### src/rtl/adc_chan_scan.sv
// adc_chan_scan: round-robin ADC channel scanner with settle window,
// stability-gated sampling and power-of-two averaging per channel.
//
// Ports:
//   CLOCK_50  in   single clock
//   reset     in   asynchronous active-high reset
//   adc_value in   12-bit conversion result (adc_clk domain)
//   chan      out  channel select to adcinterface
//   ch_value  out  averaged results, channel k in [12k+11:12k]
//   upd       out  one-cycle pulse, a channel value was written
//   upd_ch    out  channel written by the current upd
//   scan_done out  one-cycle pulse with upd for channel NUM_CH-1
//   stall_err out  sticky, a sample was forced by the stall limit
module adc_chan_scan #(
  parameter int NUM_CH        = 2,
  parameter int SETTLE_CYCLES = 15000,
  parameter int SAMPLE_GAP    = 64,
  parameter int AVG_LOG2      = 2,
  parameter int STALL_LIMIT   = 1024
) (
  input  logic                   CLOCK_50,
  input  logic                   reset,
  input  logic [11:0]            adc_value,
  output logic [2:0]             chan,
  output logic [12*NUM_CH-1:0]   ch_value,
  output logic                   upd,
  output logic [2:0]             upd_ch,
  output logic                   scan_done,
  output logic                   stall_err
);

  localparam int CMAX =
    (SETTLE_CYCLES > SAMPLE_GAP) ? SETTLE_CYCLES : SAMPLE_GAP;
  localparam int CW = $clog2(CMAX + 1);
  localparam int SW =
    (STALL_LIMIT > 1) ? $clog2(STALL_LIMIT) : 1;
  localparam int AW = 12 + AVG_LOG2;
  localparam int NW = AVG_LOG2 + 1;

  localparam logic [CW-1:0] SETTLE_LAST = CW'(SETTLE_CYCLES - 1);
  localparam logic [CW-1:0] GAP_LAST    = CW'(SAMPLE_GAP - 1);
  localparam logic [SW-1:0] STALL_LAST  = SW'(STALL_LIMIT - 1);
  localparam logic [NW-1:0] N_LAST      = NW'((1 << AVG_LOG2) - 1);
  localparam logic [2:0]    CH_LAST     = 3'(NUM_CH - 1);

  typedef enum logic [1:0] {
    ST_SWITCH,
    ST_SETTLE,
    ST_SAMPLE,
    ST_PUBLISH
  } state_e;

  state_e              state_q, state_d;
  logic [11:0]         s1_q, s2_q;
  logic [AW-1:0]       acc_q, acc_d;
  logic [NW-1:0]       n_q, n_d;
  logic [CW-1:0]       cnt_q, cnt_d;
  logic [SW-1:0]       stall_q, stall_d;
  logic [2:0]          chan_q, chan_d;
  logic [12*NUM_CH-1:0] ch_value_q, ch_value_d;
  logic                upd_q, upd_d;
  logic [2:0]          upd_ch_q, upd_ch_d;
  logic                scan_done_q, scan_done_d;
  logic                stall_err_q, stall_err_d;

  logic                stable;
  logic                accept;
  logic [AW-1:0]       avg_full;

  // Two-flop capture; equal consecutive words mean the adc_clk
  // domain value was not changing while it was captured.
  always_ff @(posedge CLOCK_50 or posedge reset) begin
    if (reset) begin
      s1_q <= '0;
      s2_q <= '0;
    end else begin
      s1_q <= adc_value;
      s2_q <= s1_q;
    end
  end

  assign stable   = (s1_q == s2_q);
  assign accept   = stable || (stall_q == STALL_LAST);
  assign avg_full = acc_q >> AVG_LOG2;

  always_ff @(posedge CLOCK_50 or posedge reset) begin
    if (reset) begin
      state_q     <= ST_SWITCH;
      acc_q       <= '0;
      n_q         <= '0;
      cnt_q       <= '0;
      stall_q     <= '0;
      chan_q      <= '0;
      ch_value_q  <= '0;
      upd_q       <= 1'b0;
      upd_ch_q    <= '0;
      scan_done_q <= 1'b0;
      stall_err_q <= 1'b0;
    end else begin
      state_q     <= state_d;
      acc_q       <= acc_d;
      n_q         <= n_d;
      cnt_q       <= cnt_d;
      stall_q     <= stall_d;
      chan_q      <= chan_d;
      ch_value_q  <= ch_value_d;
      upd_q       <= upd_d;
      upd_ch_q    <= upd_ch_d;
      scan_done_q <= scan_done_d;
      stall_err_q <= stall_err_d;
    end
  end

  always_comb begin
    state_d     = state_q;
    acc_d       = acc_q;
    n_d         = n_q;
    cnt_d       = cnt_q;
    stall_d     = stall_q;
    chan_d      = chan_q;
    ch_value_d  = ch_value_q;
    upd_d       = 1'b0;
    upd_ch_d    = upd_ch_q;
    scan_done_d = 1'b0;
    stall_err_d = stall_err_q;

    unique case (state_q)
      ST_SWITCH: begin
        acc_d   = '0;
        n_d     = '0;
        cnt_d   = '0;
        stall_d = '0;
        state_d = ST_SETTLE;
      end

      ST_SETTLE: begin
        if (cnt_q == SETTLE_LAST) begin
          cnt_d   = '0;
          state_d = ST_SAMPLE;
        end else begin
          cnt_d = cnt_q + CW'(1);
        end
      end

      ST_SAMPLE: begin
        if (cnt_q >= GAP_LAST) begin
          // Check cycle: an unstable check holds cnt so the next
          // cycle is checked again until stable or forced.
          if (accept) begin
            acc_d   = acc_q + AW'(s2_q);
            n_d     = n_q + NW'(1);
            cnt_d   = '0;
            stall_d = '0;
            if (!stable) begin
              stall_err_d = 1'b1;
            end
            if (n_q == N_LAST) begin
              state_d = ST_PUBLISH;
            end
          end else begin
            stall_d = stall_q + SW'(1);
          end
        end else begin
          cnt_d = cnt_q + CW'(1);
        end
      end

      ST_PUBLISH: begin
        for (int k = 0; k < NUM_CH; k++) begin
          if (chan_q == 3'(k)) begin
            ch_value_d[12*k +: 12] = avg_full[11:0];
          end
        end
        upd_ch_d    = chan_q;
        upd_d       = 1'b1;
        scan_done_d = (chan_q == CH_LAST);
        chan_d      = (chan_q == CH_LAST) ? 3'd0 : chan_q + 3'd1;
        state_d     = ST_SWITCH;
      end

      default: begin
        state_d = ST_SWITCH;
      end
    endcase
  end

  assign chan      = chan_q;
  assign ch_value  = ch_value_q;
  assign upd       = upd_q;
  assign upd_ch    = upd_ch_q;
  assign scan_done = scan_done_q;
  assign stall_err = stall_err_q;

endmodule

### config.mk
export PLATFORM = sky130hd
export DESIGN_NAME = adc_chan_scan
export DESIGN_NICKNAME = d
export VERILOG_FILES = /design/src/rtl/adc_chan_scan.sv
export SDC_FILE = /design/constraint.sdc
export NUM_CORES = 1
export LEC_CHECK = 0
export CORE_MARGIN = 3
export CORE_UTILIZATION = 40
export CTS_BUF_LIST = sky130_fd_sc_hd__clkbuf_8 sky130_fd_sc_hd__clkbuf_16
export DETAILED_ROUTE_END_ITERATION = 7
export DONT_BUFFER_PORTS = 1
export MAX_ROUTING_LAYER = met4
export PLACE_DENSITY = 0.58
export SYNTH_ARGS = -nofsm -noshare
export SYNTH_HDL_FRONTEND = slang
export SYNTH_SLANG_ARGS = --single-unit
### constraint.sdc
create_clock -name CLOCK_50 -period 3.9 [get_ports CLOCK_50]
set_input_delay 0.78 -clock CLOCK_50 [delete_from_list [all_inputs] [get_ports CLOCK_50]]
set_output_delay 0.78 -clock CLOCK_50 [all_outputs]
set_load 0.1 [all_outputs]
==> flow_summary.toml, run 1 <==
[run_status]
outcome = "complete, no violations"

[critical_path]
critPathKind = "reg -> reg"
worst_setup_path_start_kind = "flop"
rr_worst_depth = 7
critical_path_buf_inv_count = 0
cpMostUsedCell = "nor2b_1"
crit_arrival_ps = 2880
cp_top_family = "simple AND/OR/NAND/NOR gates"
crit_path_end_kind = "flop"
path_cells = "ha_1 > nand3_1 > o211a_1 > a32oi_1 > nor2b_1 > nor2b_1 > a22o_1"
critPathMaxStageDelay_ps = 550
critPathMaxFanout = 8
required_ps = 4190
worst-path-stages = 7
slowest_stage = "nor2b_1"

[cells_and_area]
seq_area_um2 = 2500
nets = 455
diodes = 0
final_common_cell = "dfrtp_1"
fillers = 1058
mostFrequentLayoutCells = "dfrtp_1, nand2_1, o21ai_0, mux2_2, nor2_1"
drive_above_1_share_pct = 15.5
area_delta_synth_final_pct = 10.3
multiInputGateArea_um2 = 2070

[die]
initial_core_util_pct = 42.1
row_count = 38
die_y_um = 114
dieArea_um2 = 13000
core-area_um2 = 11100
die_w_um = 114
num_io_pins = 47

[power]
swShare_pct = 23.9
comb_power_share_pct = 2.4
intPower_uw = 1520
p_per_area_nw_per_um2 = 387
p_leak_uw = 0.00235
ir_drop_v = 0.000399
p_switching_uw = 477
seqPwrFrac_pct = 53.1
clockPowerShare_pct = 44.5

[grt]
grt_use_total_pct = 14.9
grt_overflow = 0
grt_first_pass_wirelength_um = 15000
grt_pass1_vias = 2985
grt_max_degree = 67
antenna_found_initial = 0

[worst_hold_path]
min_path_cells = 0
min_path_type = "reg -> reg"

[synth]
synth_fp_nets = 449
synth_cells = 414
synth_warnings = 0
syn_area_um2 = 4680
synth_area_leaders = "dfrtp_1, mux2_2, ha_1"
syn_avg_cell_area_um2 = 11.3
synth_seq_cells = 100
async_flop_share_pct = 100
synth_top_area_share_pct = 53.5
synth_top_area_cell = "dfrtp_1"
ys.flop_type = "dfrtp_1"
yosysSeqAreaShare_pct = 53.5
synth_cell_types = 53
synth-edff-count = 0

[routing]
drc = 0
via_per_inst = 5.44
drtIter0Drc = 180
ant_nets = 0
routedWlPerCell_um = 15.9
drt_wl_total_um = 8970
vias = 3072
dr.pass1.iters = 4

[clock_network]
clock-sinks = 100
h-tree-depth = 3
cts_tree = "yes"
insertion_delay_ps = 350
clk_pin_slew_worst_paths_ps = 70
post-cts-setup-buffers = 0
cts_buffers = 9
cts_resized = 0
cts-root-buf = "clkbuf_16"
postCtsHoldBufs = 0
clock_path_buffers = 2

[sta]
rsz0062_at_grt = "no"
fin_tns_setup_ps = 0
timing.final.ws_setup_ps = 1310
setup_violations = 0
slew_viol_final = 0
tightestPinTransition_ps = 1060
clock.fmax_mhz = 385
finalHoldViolations = 0
fin_crit_ps = 2590
relSlewSlack_pct = 29.1
finClkSkew_ps = 7.22
min_period_over_period_pct = 66.5

[flow_run]
max_cap_violations = 0

[place]
globalplace.congestion = 0.856
pre_cts_ws_ps = 1340
port-buffer-count = 0
place_hpwl_um = 6340
layer usage:
layer / vias up / track usage [%] / share of wire (%)
met4: 0 / 4.43 / 1.6
li1: 1475 / - / -
met3: 12 / 4.12 / 5.4
met1: 1512 / 20.2 / 47
met5: - / - / 0
met2: 73 / 21.9 / 46
final timing paths:
path | slack [ps] | end | from
setup / recovery | 1310 | cnt_q[4] | cnt_q[0]
hold / removal | 400 | s2_q[6] | s1_q[6]
setup reg to reg | 1310 | cnt_q[4] | cnt_q[0]
hold reg to reg | 400 | s2_q[6] | s1_q[6]
max in group asynchronous | 2490 | s2_q[3] | reset
min in group asynchronous | 470 | upd | reset
stage by stage:
stage	hold WS [ps]	cells	total power (µW)	area [µm²]	util [%]
after CTS	403	565	2030	5160	46.4
after global routing	422	565	2070	5160	46.4
after global placement	379	549	1130	4860	43.7
after detailed placement	387	549	1130	4860	43.7
after floorplan	372	414	1120	4680	-
final	399	565	2000	5160	46.4
worst register-to-register path, cell delays in order (launching register included):
cell and delay, ps:
dfrtp_1 430, ha_1 270, nand3_1 170, o211a_1 250, a32oi_1 150, nor2b_1 470, nor2b_1 560, a22o_1 240
cell families (layout without fill, tap and decap cells):
| family | Yosys count | in the layout | synth area share, % |
|---|---|---|---|
| buffers and inverters | 29 | 40 | 2.54 |
| XOR/XNOR | 29 | 29 | 5.43 |
| flip-flops | 100 | 100 | 53.5 |
| adder cells (fa/ha/maj) | 21 | 21 | 5.78 |
| AO/OA/AOI/OAI | 87 | 87 | 13.0 |
| multiplexers | 27 | 27 | 6.50 |
| AND/OR/NAND/NOR | 121 | 121 | 13.3 |
flip-flops by register name, indices dropped and copies added (netlist names):
signal     count
scan_done      1
cnt_q         14
s2_q          12
n_q            3
acc_q         14
chan           3
stall_err      1
upd            1
state_q        2
stall_q       10
upd_ch         3
ch_value      24
s1_q          12
layout make-up:
type | instances | share of cell area [%]
tap | 140 | 3.39
timing repair buffer | 5 | 0.727
multi-input combinational | 285 | 40.1
inverter | 19 | 1.43
clock inverter | 7 | 1.53
sequential | 100 | 48.5
clock buffer | 9 | 4.36
cells in the mapped netlist (2+ instances only):
cell	instances
inv_1	19
nand2b_1	5
xor2_1	17
buf_2	2
and2_1	2
and3_1	3
a21o_1	10
o21ai_0	27
nand2_1	34
nor2_1	25
a31o_2	3
xnor2_1	12
nand4_1	4
a22o_1	10
o22ai_1	4
or3_4	2
or2_2	4
a32o_1	3
ha_1	20
nor3b_1	2
and4_1	2
or3_1	3
mux2_2	27
clkbuf_1	7
nor2b_1	3
nor3_1	9
o211ai_1	2
nor4_1	5
dfrtp_1	100
o31a_1	2
a21oi_1	13
nand3_1	12
power by group through the flow:
stage / clock (µW) / combinational, µW / sequential, µW
finish: 888 / 48.1 / 1060
global route: 955 / 56.5 / 1060
CTS: 917 / 50.1 / 1060
detailed placement: 0 / 49.7 / 1080
global placement: 0 / 48.8 / 1080
floorplan: 0 / 39.0 / 1080
(Power assumes the default switching activity.)
==> run 2: changes to the inputs <==
==> constraint.sdc (replaced) <==
create_clock -name CLOCK_50 -period 2.6 [get_ports CLOCK_50]
set_input_delay 0.52 -clock CLOCK_50 [delete_from_list [all_inputs] [get_ports CLOCK_50]]
set_output_delay 0.52 -clock CLOCK_50 [all_outputs]
set_load 0.1 [all_outputs]
==> run 2 against run 1 <==
  * Final area increased by 1.2%
  * Core utilization increased by 0.57 points
  * First-iteration DRC count decreased by 9.4%
  * Critical path type unchanged
==> flow_summary.toml, run 2 (synthesis results as in run 1) <==
[critical_path]
rr_worst_depth = 7
r2r-start = "cnt_q[0]"
crit_path_end_kind = "flop"
required_ps = 2870
regToRegSetupSlack_ps = 170
critPathKind = "reg -> reg"
crit_arrival_ps = 2700
critPathMaxFanout = 6
r2r_end = "acc_q[12]"
worst_setup_path_start_kind = "flop"

[clock_network]
cts_tree = "yes"
h-tree-depth = 3
clk_pin_slew_worst_paths_ps = 70
clock-sinks = 100
post-cts-setup-buffers = 0
cts-root-buf = "clkbuf_16"
cts_buffers = 9
insertion_delay_ps = 350
clock_path_buffers = 2

[die]
row_count = 38
dieArea_um2 = 13000
die_y_um = 114
core-area_um2 = 11100
die_w_um = 114
num_io_pins = 47
initial_core_util_pct = 42.1

[sta]
slew_viol_final = 0
fin_crit_ps = 2430
relSlewSlack_pct = 36.8
tightestPinTransition_ps = 949
clock.fmax_mhz = 412
finalHoldViolations = 0
rsz0062_at_grt = "no"
setup_violations = 0
finClkSkew_ps = 5.77
min_period_over_period_pct = 93.4
fin_tns_setup_ps = 0

[grt]
grt_overflow = 0
grt_max_degree = 37
grt_first_pass_wirelength_um = 15500
antenna_found_initial = 4
grt_use_total_pct = 15.4
grt_pass1_vias = 3026

[power]
intPower_uw = 2260
ir_drop_v = 0.000551
seqPwrFrac_pct = 54.1
clockPowerShare_pct = 43.2
p_per_area_nw_per_um2 = 562
p_leak_uw = 0.00237
p_switching_uw = 674
comb_power_share_pct = 2.6
swShare_pct = 23.0

[routing]
dr.pass1.iters = 5
drc = 0
ant_nets = 0
drtIter0Drc = 163
vias = 3086
drt_wl_total_um = 9210
via_per_inst = 5.34
routedWlPerCell_um = 15.9

[cells_and_area]
nets = 464
mostFrequentLayoutCells = "dfrtp_1, nand2_1, o21ai_0, mux2_2, nor2_1"
largest_register_ffs = 24
design_area_um2 = 5230
fillers = 1036
area_delta_synth_final_pct = 11.7
final_common_cell = "dfrtp_1"
drive_above_1_share_pct = 17.3
final_core_util_pct = 47.0

[flow_run]
max_cap_violations = 0

[worst_hold_path]
min_path_cells = 0
min_from = "adc_value[6]"
hold_end = "s1_q[6]"
min_path_type = "in -> reg"

[place]
port-buffer-count = 0
place_area_um2 = 4920
place_hpwl_um = 6750
globalplace.congestion = 0.878

[run_status]
outcome = "complete, no violations"
## run 2: changes by cell type in the layout (fill, tap and decap cells not counted), sizes merged
cell         previous run  this run
buf                     5        13
clkinv                  3         1
clkinvlp                0         4
diode                   0         4
dlygate4sd3             0         1
inv                    23        21
## run 2: layout make-up
| cell class | count | area (µm²) | area share, % |
|---|---|---|---|
| flip-flops and latches | 100 | 2500 | 47.9 |
| multi-input cells | 285 | 2070 | 39.6 |
| clock buffers | 9 | 225 | 4.31 |
| well taps | 140 | 175 | 3.35 |
| repair buffers | 14 | 108 | 2.06 |
| inverters | 19 | 75.1 | 1.44 |
| clock inverters | 7 | 58.8 | 1.13 |
| diodes | 4 | 10.0 | 0.192 |
## run 2: power groups by stage
stage          Clock, µW  Combinational, µW  Sequential, µW
2_1_floorplan          0               58.9            1620
3_3_place_gp           0               77.2            1620
3_5_place_dp           0               78.4            1620
4_1_cts             1310               80.7            1590
5_1_grt             1360               90.8            1590
6_report            1270               77.3            1590
## run 2: routing by layer
| layer | routed length (µm) | part of all wire, % | GRT usage (%) | vias to the layer above |
|---|---|---|---|---|
| met5 | 0 | 0 | - | - |
| met4 | 118 | 1.3 | 4.51 | 0 |
| met3 | 585 | 6.4 | 5.29 | 12 |
| met2 | 4140 | 45 | 23.1 | 60 |
| met1 | 4360 | 47 | 19.9 | 1504 |
| li1 | - | - | - | 1510 |
## run 2: per-stage QoR
| step | setup slack (ps) | instances | hold slack (ps) | power, µW |
|---|---|---|---|---|
| 5_1_grt | 5.34 | 578 | 178 | 3050 |
| 3_5_place_dp | 66.5 | 557 | 272 | 1700 |
| 4_1_cts | 54.9 | 574 | 185 | 2980 |
| 2_1_floorplan | 225 | 414 | 372 | 1670 |
| 6_report | 173 | 578 | 196 | 2940 |
| 3_3_place_gp | 129 | 557 | 273 | 1700 |
## run 2: worst max-delay path, stage by stage (launching register included)
cell and delay (ps):
dfrtp_1 430, ha_1 240, nand3_1 180, o211a_1 320
a21boi_2 270, o21ai_0 380, o31a_1 400, a31oi_1 130
## run 2: what timing repair did
item / CTS / global route
hold endpoints to repair: 1 / 0
gates resized for setup: 0 / 1
setup endpoints to repair: 0 / 8
hold buffers: 1 / 0
## run 2: worst max path at each step
stage / cells past startpoint / end / start
floorplan: 4 / ch_value[12] / chan[0]
global placement: 6 / cnt_q[4] / s2_q[10]
detailed placement: 6 / cnt_q[4] / s2_q[10]
CTS: 6 / cnt_q[4] / s2_q[10]
global route: 7 / acc_q[12] / cnt_q[0]
finish: 7 / acc_q[12] / cnt_q[0]
==> run 3: changes to the inputs <==
--- a/config.mk
+++ b/config.mk
@@ -8,6 +8,7 @@
 export CORE_MARGIN = 3
 export CORE_UTILIZATION = 40
 export CTS_BUF_LIST = sky130_fd_sc_hd__clkbuf_8 sky130_fd_sc_hd__clkbuf_16
+export CTS_CLUSTER_SIZE = 8
 export DETAILED_ROUTE_END_ITERATION = 7
 export DONT_BUFFER_PORTS = 1
 export MAX_ROUTING_LAYER = met4
==> results of run 3 <==
No change in the layout: final DEF, timing and power equal those of run 2.
==> RTL change 1, RTL diff (settings of run 3) <==
Set the parameter `AVG_LOG2` to 1 (it was 2).
--- a/src/rtl/adc_chan_scan.sv
+++ b/src/rtl/adc_chan_scan.sv
@@ -15,7 +15,7 @@
   parameter int NUM_CH        = 2,
   parameter int SETTLE_CYCLES = 15000,
   parameter int SAMPLE_GAP    = 64,
-  parameter int AVG_LOG2      = 2,
+  parameter int AVG_LOG2      = 1,
   parameter int STALL_LIMIT   = 1024
 ) (
   input  logic                   CLOCK_50,
Function: same outputs for any inputs over 10 cycles, from zero or initial values and one cycle with reset high; that may be too few to reach the edited logic, so the function may still have changed.
==> RTL change 1 against run 3 <==
  * Setup slack got worse by 0.016 ns
  * Fmax is 0.66% lower
  * Core utilization is 0.58 points higher
  * Power is 1.3% higher
  * Wire length is 3.1% lower
  * Die area fell by 2.7%
  * Non-clock buffer count rose by 15
  * Sequential cell count shrank 2
  * Area after synthesis decreased by 2.9%
  * Design area barely moved
  * Highest routed layer unchanged
==> RTL change 1: results (changes against run 3) <==
- Worst R2R Start: cnt_q[9]$_DFFE_PP0P_
- Post-placement setup slack: 0.110 ns (+0.0438 ns)
- Fraction of area in clock buffers and inverters: 5.61% (+0.17 points)
- Number of global-route vias before repair: 3,123 (+3.2%)
- Routed length on met1: 4.43 mm (+1.6%)
- Crit Reg-Reg Endpoint: cnt_q[5]$_DFFE_PP0P_
- Detailed-routed wire length on met3: 400 um (-32%)
- Vias: 3,029 (-1.8%)
- Placed instance area: 4910 um^2 (-0.13%)
- DR vias/cell: 5.32 (-0.29%)
- Maximum vdd ir drop: 0.426 mV (-23%)
- Clock tree skew after final layout: 0.00980 ns (+0.00402 ns)
- HPWL Detailed: 6.67 mm (-1.1%)
- Hold/Removal Path Class: in -> async
- 1st-iter DRT viols: 148 (-9.2%)
- NetSw: 637 uW (-5.5%)
- Final Routed Wirelength: 8.92 mm (-3.1%)
- Number of nets in the synthesized netlist: 431 (-4.0%)
- Worst slew margin relative to its limit: 39.4% (+2.6 points)
- Worst-case hold slack: 0.180 ns (-0.0158 ns)
- Plain + repair buffers: 29 (+15)
- Placed insts: 554 (-0.54%)
- Buffer levels on the longest clock path: 2 (unchanged)
- Synth area leaders: sky130_fd_sc_hd__dfrtp_1 (54%), sky130_fd_sc_hd__mux2_2 (6.7%), sky130_fd_sc_hd__ha_1 (5.2%), sky130_fd_sc_hd__xnor2_1 (3.5%), sky130_fd_sc_hd__nand2_1 (2.6%)
- Total leakage power: 0.00242 uW (+1.9%)
- Global Route Usage Sum: 15.8% (+0.37 points)
- Adder and majority gate portion of the synthesized area: 5.67% (-0.11 points)
- Layout Nets: 459 (-1.1%)
- Critical path peak fanout: 16 (+10)
- Cell types with the highest counts after synthesis: sky130_fd_sc_hd__dfrtp_1 (98), sky130_fd_sc_hd__nand2_1 (31), sky130_fd_sc_hd__mux2_2 (27)
- Multi-input gate share of the layout cell area: 38.7% (-0.98 points)
- Post-synthesis share of cell area spent on xor and xnor gates: 5.97% (+0.55 points)
- Inserted Diodes: 0 (-4)
- Sequential share of cell area: 47.0% (-0.92 points)
- Filler cells: 996 (-3.9%)
- Fraction of the mapped netlist area in compound gates: 11.4% (-1.6 points)
- Global-route wire length before repair: 15.4 mm (-0.71%)
- Final-layout non-clock buffer area share: 4.41% (+2.3 points)
- Number of gates resized after CTS: 0 (unchanged)
- Part of the Yosys area used for sequential elements: 53.9% (+0.47 points)
- Clock tree buffer count of the final layout: 10 (+1)
- Run status: finished, final reports clean
- Routed length on met2: 3.94 mm (-4.9%)
- Fraction of final layout cells sized beyond drive strength 1: 19.6% (+2.3 points)
- Layout overhead on the synthesized area: 14.9%
- Antenna violations before repair: 0 (-4)
- Multi-input logic cell count: 274 (-3.9%)
- Post-synthesis instance total: 397 (-4.1%)
- Number of non-clock inverters in the layout: 13 (-6)
-- RTL change 1: layer usage --
metal	global-route usage [%]	vias to the layer above
met2	22.2	51
met5	-	-
li1	-	1476
met1	21.7	1490
met4	5.61	0
met3	4.64	12
-- RTL change 1: critical path, stage by stage, from the launching register on --
cell	delay (ns)
sky130_fd_sc_hd__dfrtp_1	0.42
sky130_fd_sc_hd__or4_4	0.56
sky130_fd_sc_hd__nor3_4	0.28
sky130_fd_sc_hd__a21o_1	0.22
sky130_fd_sc_hd__o31ai_4	0.14
sky130_fd_sc_hd__nand2b_1	0.30
sky130_fd_sc_hd__o41ai_1	0.40
-- RTL change 1: how the worst max path moves through the flow --
stage                          from                       end  slack (ns)  cells past startpoint
3_5_place_dp   cnt_q[9]$_DFFE_PP0P_      cnt_q[5]$_DFFE_PP0P_        0.11                      6
2_1_floorplan   chan[0]$_DFFE_PP0P_  ch_value[12]$_DFFE_PP0P_        0.23                      4
6_report       cnt_q[9]$_DFFE_PP0P_      cnt_q[5]$_DFFE_PP0P_        0.16                      6
4_1_cts        cnt_q[9]$_DFFE_PP0P_      cnt_q[5]$_DFFE_PP0P_         0.1                      6
3_3_place_gp      s2_q[0]$_DFF_PP0_     acc_q[12]$_DFFE_PP0P_        0.19                      9
5_1_grt           s2_q[0]$_DFF_PP0_     acc_q[10]$_DFFE_PP0P_       0.005                      9
-- RTL change 1: power groups by stage --
stage / clock [uW] / sequential, uW / combinational, uW
6_report: 1330 / 1560 / 81.1
3_3_place_gp: 0 / 1590 / 81.2
5_1_grt: 1440 / 1560 / 94.2
3_5_place_dp: 0 / 1590 / 84.3
2_1_floorplan: 0 / 1580 / 62.4
4_1_cts: 1370 / 1560 / 84.8
==> RTL change 2, RTL diff (flow settings as in run 3) <==
Made on the original files. Encoding of `state_e`: now Gray code (2 bits for 4 states).
--- a/src/rtl/adc_chan_scan.sv
+++ b/src/rtl/adc_chan_scan.sv
@@ -44,10 +44,10 @@
   localparam logic [2:0]    CH_LAST     = 3'(NUM_CH - 1);
 
   typedef enum logic [1:0] {
-    ST_SWITCH,
-    ST_SETTLE,
-    ST_SAMPLE,
-    ST_PUBLISH
+    ST_SWITCH  = 2'b00,
+    ST_SETTLE  = 2'b01,
+    ST_SAMPLE  = 2'b11,
+    ST_PUBLISH = 2'b10
   } state_e;
 
   state_e              state_q, state_d;
Behaviour: no difference found for any inputs over 10 cycles, from zero or initial values and one cycle with reset high; not proved beyond that.
==> RTL change 2 against run 3 <==
  * Synthesized cell count up 6.8%
  * Power increased by 3.7%
  * Area after synthesis rose by 1.3%
  * Combinational power rose by 8.5%
  * Wire length grew 3.9%
  * Clock power increased by 8%
  * Setup slack improved by 0.072 ns
  * Sequential cell count stayed put
  * Clock skew is 0.0028 ns higher
  * Design area grew 1.5%
  * Critical path type unchanged
  * Highest routed layer unchanged
==> RTL change 2: results (changes against run 3) <==
- Filler cells: 1,065 (+2.8%)
- Least-Margin Pin Slew: 0.914 ns (-0.0346 ns)
- Number of max-cap violations: 0 (unchanged)
- Synth top area share: 52.8% (-0.68 points)
- Post-placement setup slack: 0.242 ns (+0.175 ns)
- Vias: 3,297 (+6.8%)
- Count of TritonRoute iterations in the first routing pass: 4 (-1)
- Critical path peak fanout: 3 (-3)
- Total leakage power: 0.00255 uW (+7.5%)
- Synth area leaders: sky130_fd_sc_hd__dfrtp_1 (53%), sky130_fd_sc_hd__nand2_1 (5.6%), sky130_fd_sc_hd__xor2_1 (4.6%), sky130_fd_sc_hd__ha_1 (4.2%), sky130_fd_sc_hd__mux2_2 (3.3%)
- Clock tree root buffer cell: sky130_fd_sc_hd__clkbuf_16
- Global-route wire length before repair: 16.5 mm (+6.3%)
- Run status: finished, final reports clean
- Fraction of final layout cells sized beyond drive strength 1: 13.5% (-3.8 points)
- Quantity of I/O buffers inserted on ports: 0 (unchanged)
- Flip-flop count of the largest register after layout: 24 (unchanged)
- Maximum vdd ir drop: 0.263 mV (-52%)
- Total number of yosys warnings: 0 (unchanged)
- Clock tree skew after final layout: 0.00853 ns (+0.00276 ns)
- Antenna violations before repair: 1 (-3)
- Final critical-path required period: 2.36 ns (-0.0718 ns)
- CP Class: reg -> reg
- Number of different library cells in the post-synthesis netlist: 60 (+13%)
- Global Route Usage Sum: 16.2% (+0.82 points)
- Pin count of the biggest net entering global routing: 42 (+14%)
- Buffer levels on the longest clock path: 2 (unchanged)
- Number of global-route vias before repair: 3,311 (+9.4%)
- Part of the Yosys area used for sequential elements: 52.8% (-0.68 points)
- Top delay family on crit path: compound AO/OA/AOI/OAI gates
- Clock transition at the registers of the reported paths: 0.07 ns (about the same)
- Worst stage delay on the critical path: 0.39 ns (-0.04 ns)
- 1st-iter DRT viols: 183 (+12%)
- Number of nets in the synthesized netlist: 473 (+5.3%)
- Skew-Pair Late Insertion Delay: 0.34 ns
- Cell types with the highest counts after synthesis: sky130_fd_sc_hd__dfrtp_1 (100), sky130_fd_sc_hd__nand2_1 (71), sky130_fd_sc_hd__nor2_1 (26)
- Critical path arrival: 2.62 ns (-0.08 ns)
- Number of gates resized after CTS: 0 (unchanged)
- Crit Reg-Reg Endpoint: acc_q[12]$_DFFE_PP0P_
- H-tree levels: 3 (unchanged)
- Hold/Removal Path Class: in -> async
- Last weighted congestion value of the routability-driven placer: 0.838 (-4.5%)
- HPWL Detailed: 6.95 mm (+3.0%)
- Worst R2R Start: s2_q[0]$_DFF_PP0_
- Top FF cell, synth: sky130_fd_sc_hd__dfrtp_1
- Asr flop ratio synth: 100% (unchanged)
- Count of buffers added by post-CTS timing repair for setup: 0 (unchanged)
- Layout Nets: 485 (+4.5%)
- Final Routed Wirelength: 9.56 mm (+3.9%)
- Worst Reg2Reg Path Length in Cells: 9 (+2)
- Inserted Clock Buffers: 9 (unchanged)
- Highest-delay cell along the critical path: sky130_fd_sc_hd__dfrtp_1
-- RTL change 2: cell types whose count changed after synthesis, sizes merged, moves of 5 or more --
| cell | before | now |
|---|---|---|
| a21o | 10 | 4 |
| a21oi | 14 | 8 |
| a22o | 10 | 1 |
| inv | 19 | 12 |
| mux2 | 27 | 16 |
| nand2 | 34 | 72 |
| nand3 | 13 | 25 |
| o2111ai | 1 | 8 |
| o31ai | 0 | 6 |
| xnor2 | 12 | 7 |
| xor2 | 17 | 25 |
-- RTL change 2: worst register-to-register path, delay by kind of cell, from the launching register on --
kind                     cells  cell delay, ns
flip-flops                   1            0.39
AO/OA/AOI/OAI                3            0.84
AND/OR/NAND/NOR              2            0.34
multiplexers                 1            0.24
adder cells (fa/ha/maj)      2            0.39
buffers and inverters        1            0.07
-- RTL change 2: final cells by class --
| class | instances | share of cell area, % |
|---|---|---|
| Timing Repair Buffer | 14 | 2.45 |
| Clock buffer | 10 | 4.50 |
| Sequential cell | 100 | 47.2 |
| Multi-Input combinational cell | 317 | 40.2 |
| Antenna cell | 1 | 0.0472 |
| Inverter | 12 | 0.920 |
| Clock inverter | 6 | 1.32 |
| Tap cell | 143 | 3.37 |
-- RTL change 2: worst min-delay path by stage --
stage,start,end,depth (start not counted)
floorplan,s1_q[1]$_DFF_PP0_,s2_q[1]$_DFF_PP0_,0
global placement,s1_q[7]$_DFF_PP0_,s2_q[7]$_DFF_PP0_,0
detailed placement,s1_q[7]$_DFF_PP0_,s2_q[7]$_DFF_PP0_,0
CTS,reset,s1_q[8]$_DFF_PP0_,1
global route,adc_value[11],s1_q[11]$_DFF_PP0_,0
finish,reset,s1_q[1]$_DFF_PP0_,1
-- RTL change 2: metal layers --
metal	wire length [um]	up-vias	GRT usage, %
met5	0	-	-
met4	187	0	7.20
met3	496	14	3.63
met2	4380	73	24.3
met1	4500	1630	21.1
li1	-	1580	-
-- RTL change 2: cells by family (layout without fill, tap and decap cells) --
logic type,Yosys count,in the layout,synth area share [%]
compound gates,78,78,11.8
simple gates,171,171,18.0
fa+ha+maj,17,17,4.65
mux,19,19,4.59
other cells,0,1,0
buf+inv,25,42,2.30
flops,100,100,52.8
xor+xnor,32,32,5.91
-- RTL change 2: where the power goes --
| part | total [uW] | internal, uW | switching (uW) |
|---|---|---|---|
| Combinational | 83.9 | 27.9 | 56.0 |
| Sequential | 1590 | 1570 | 16.2 |
| Clock | 1370 | 783 | 590 |
-- RTL change 2: per-stage QoR --
step / hold WS, ns / cells / area, um^2 / power, uW
6_report: 0.145 / 603 / 5310 / 3050
3_3_place_gp: 0.374 / 586 / 4990 / 1710
4_1_cts: 0.164 / 602 / 5300 / 3090
2_1_floorplan: 0.372 / 442 / 4740 / 1670
3_5_place_dp: 0.383 / 586 / 4990 / 1710
5_1_grt: 0.180 / 603 / 5310 / 3170
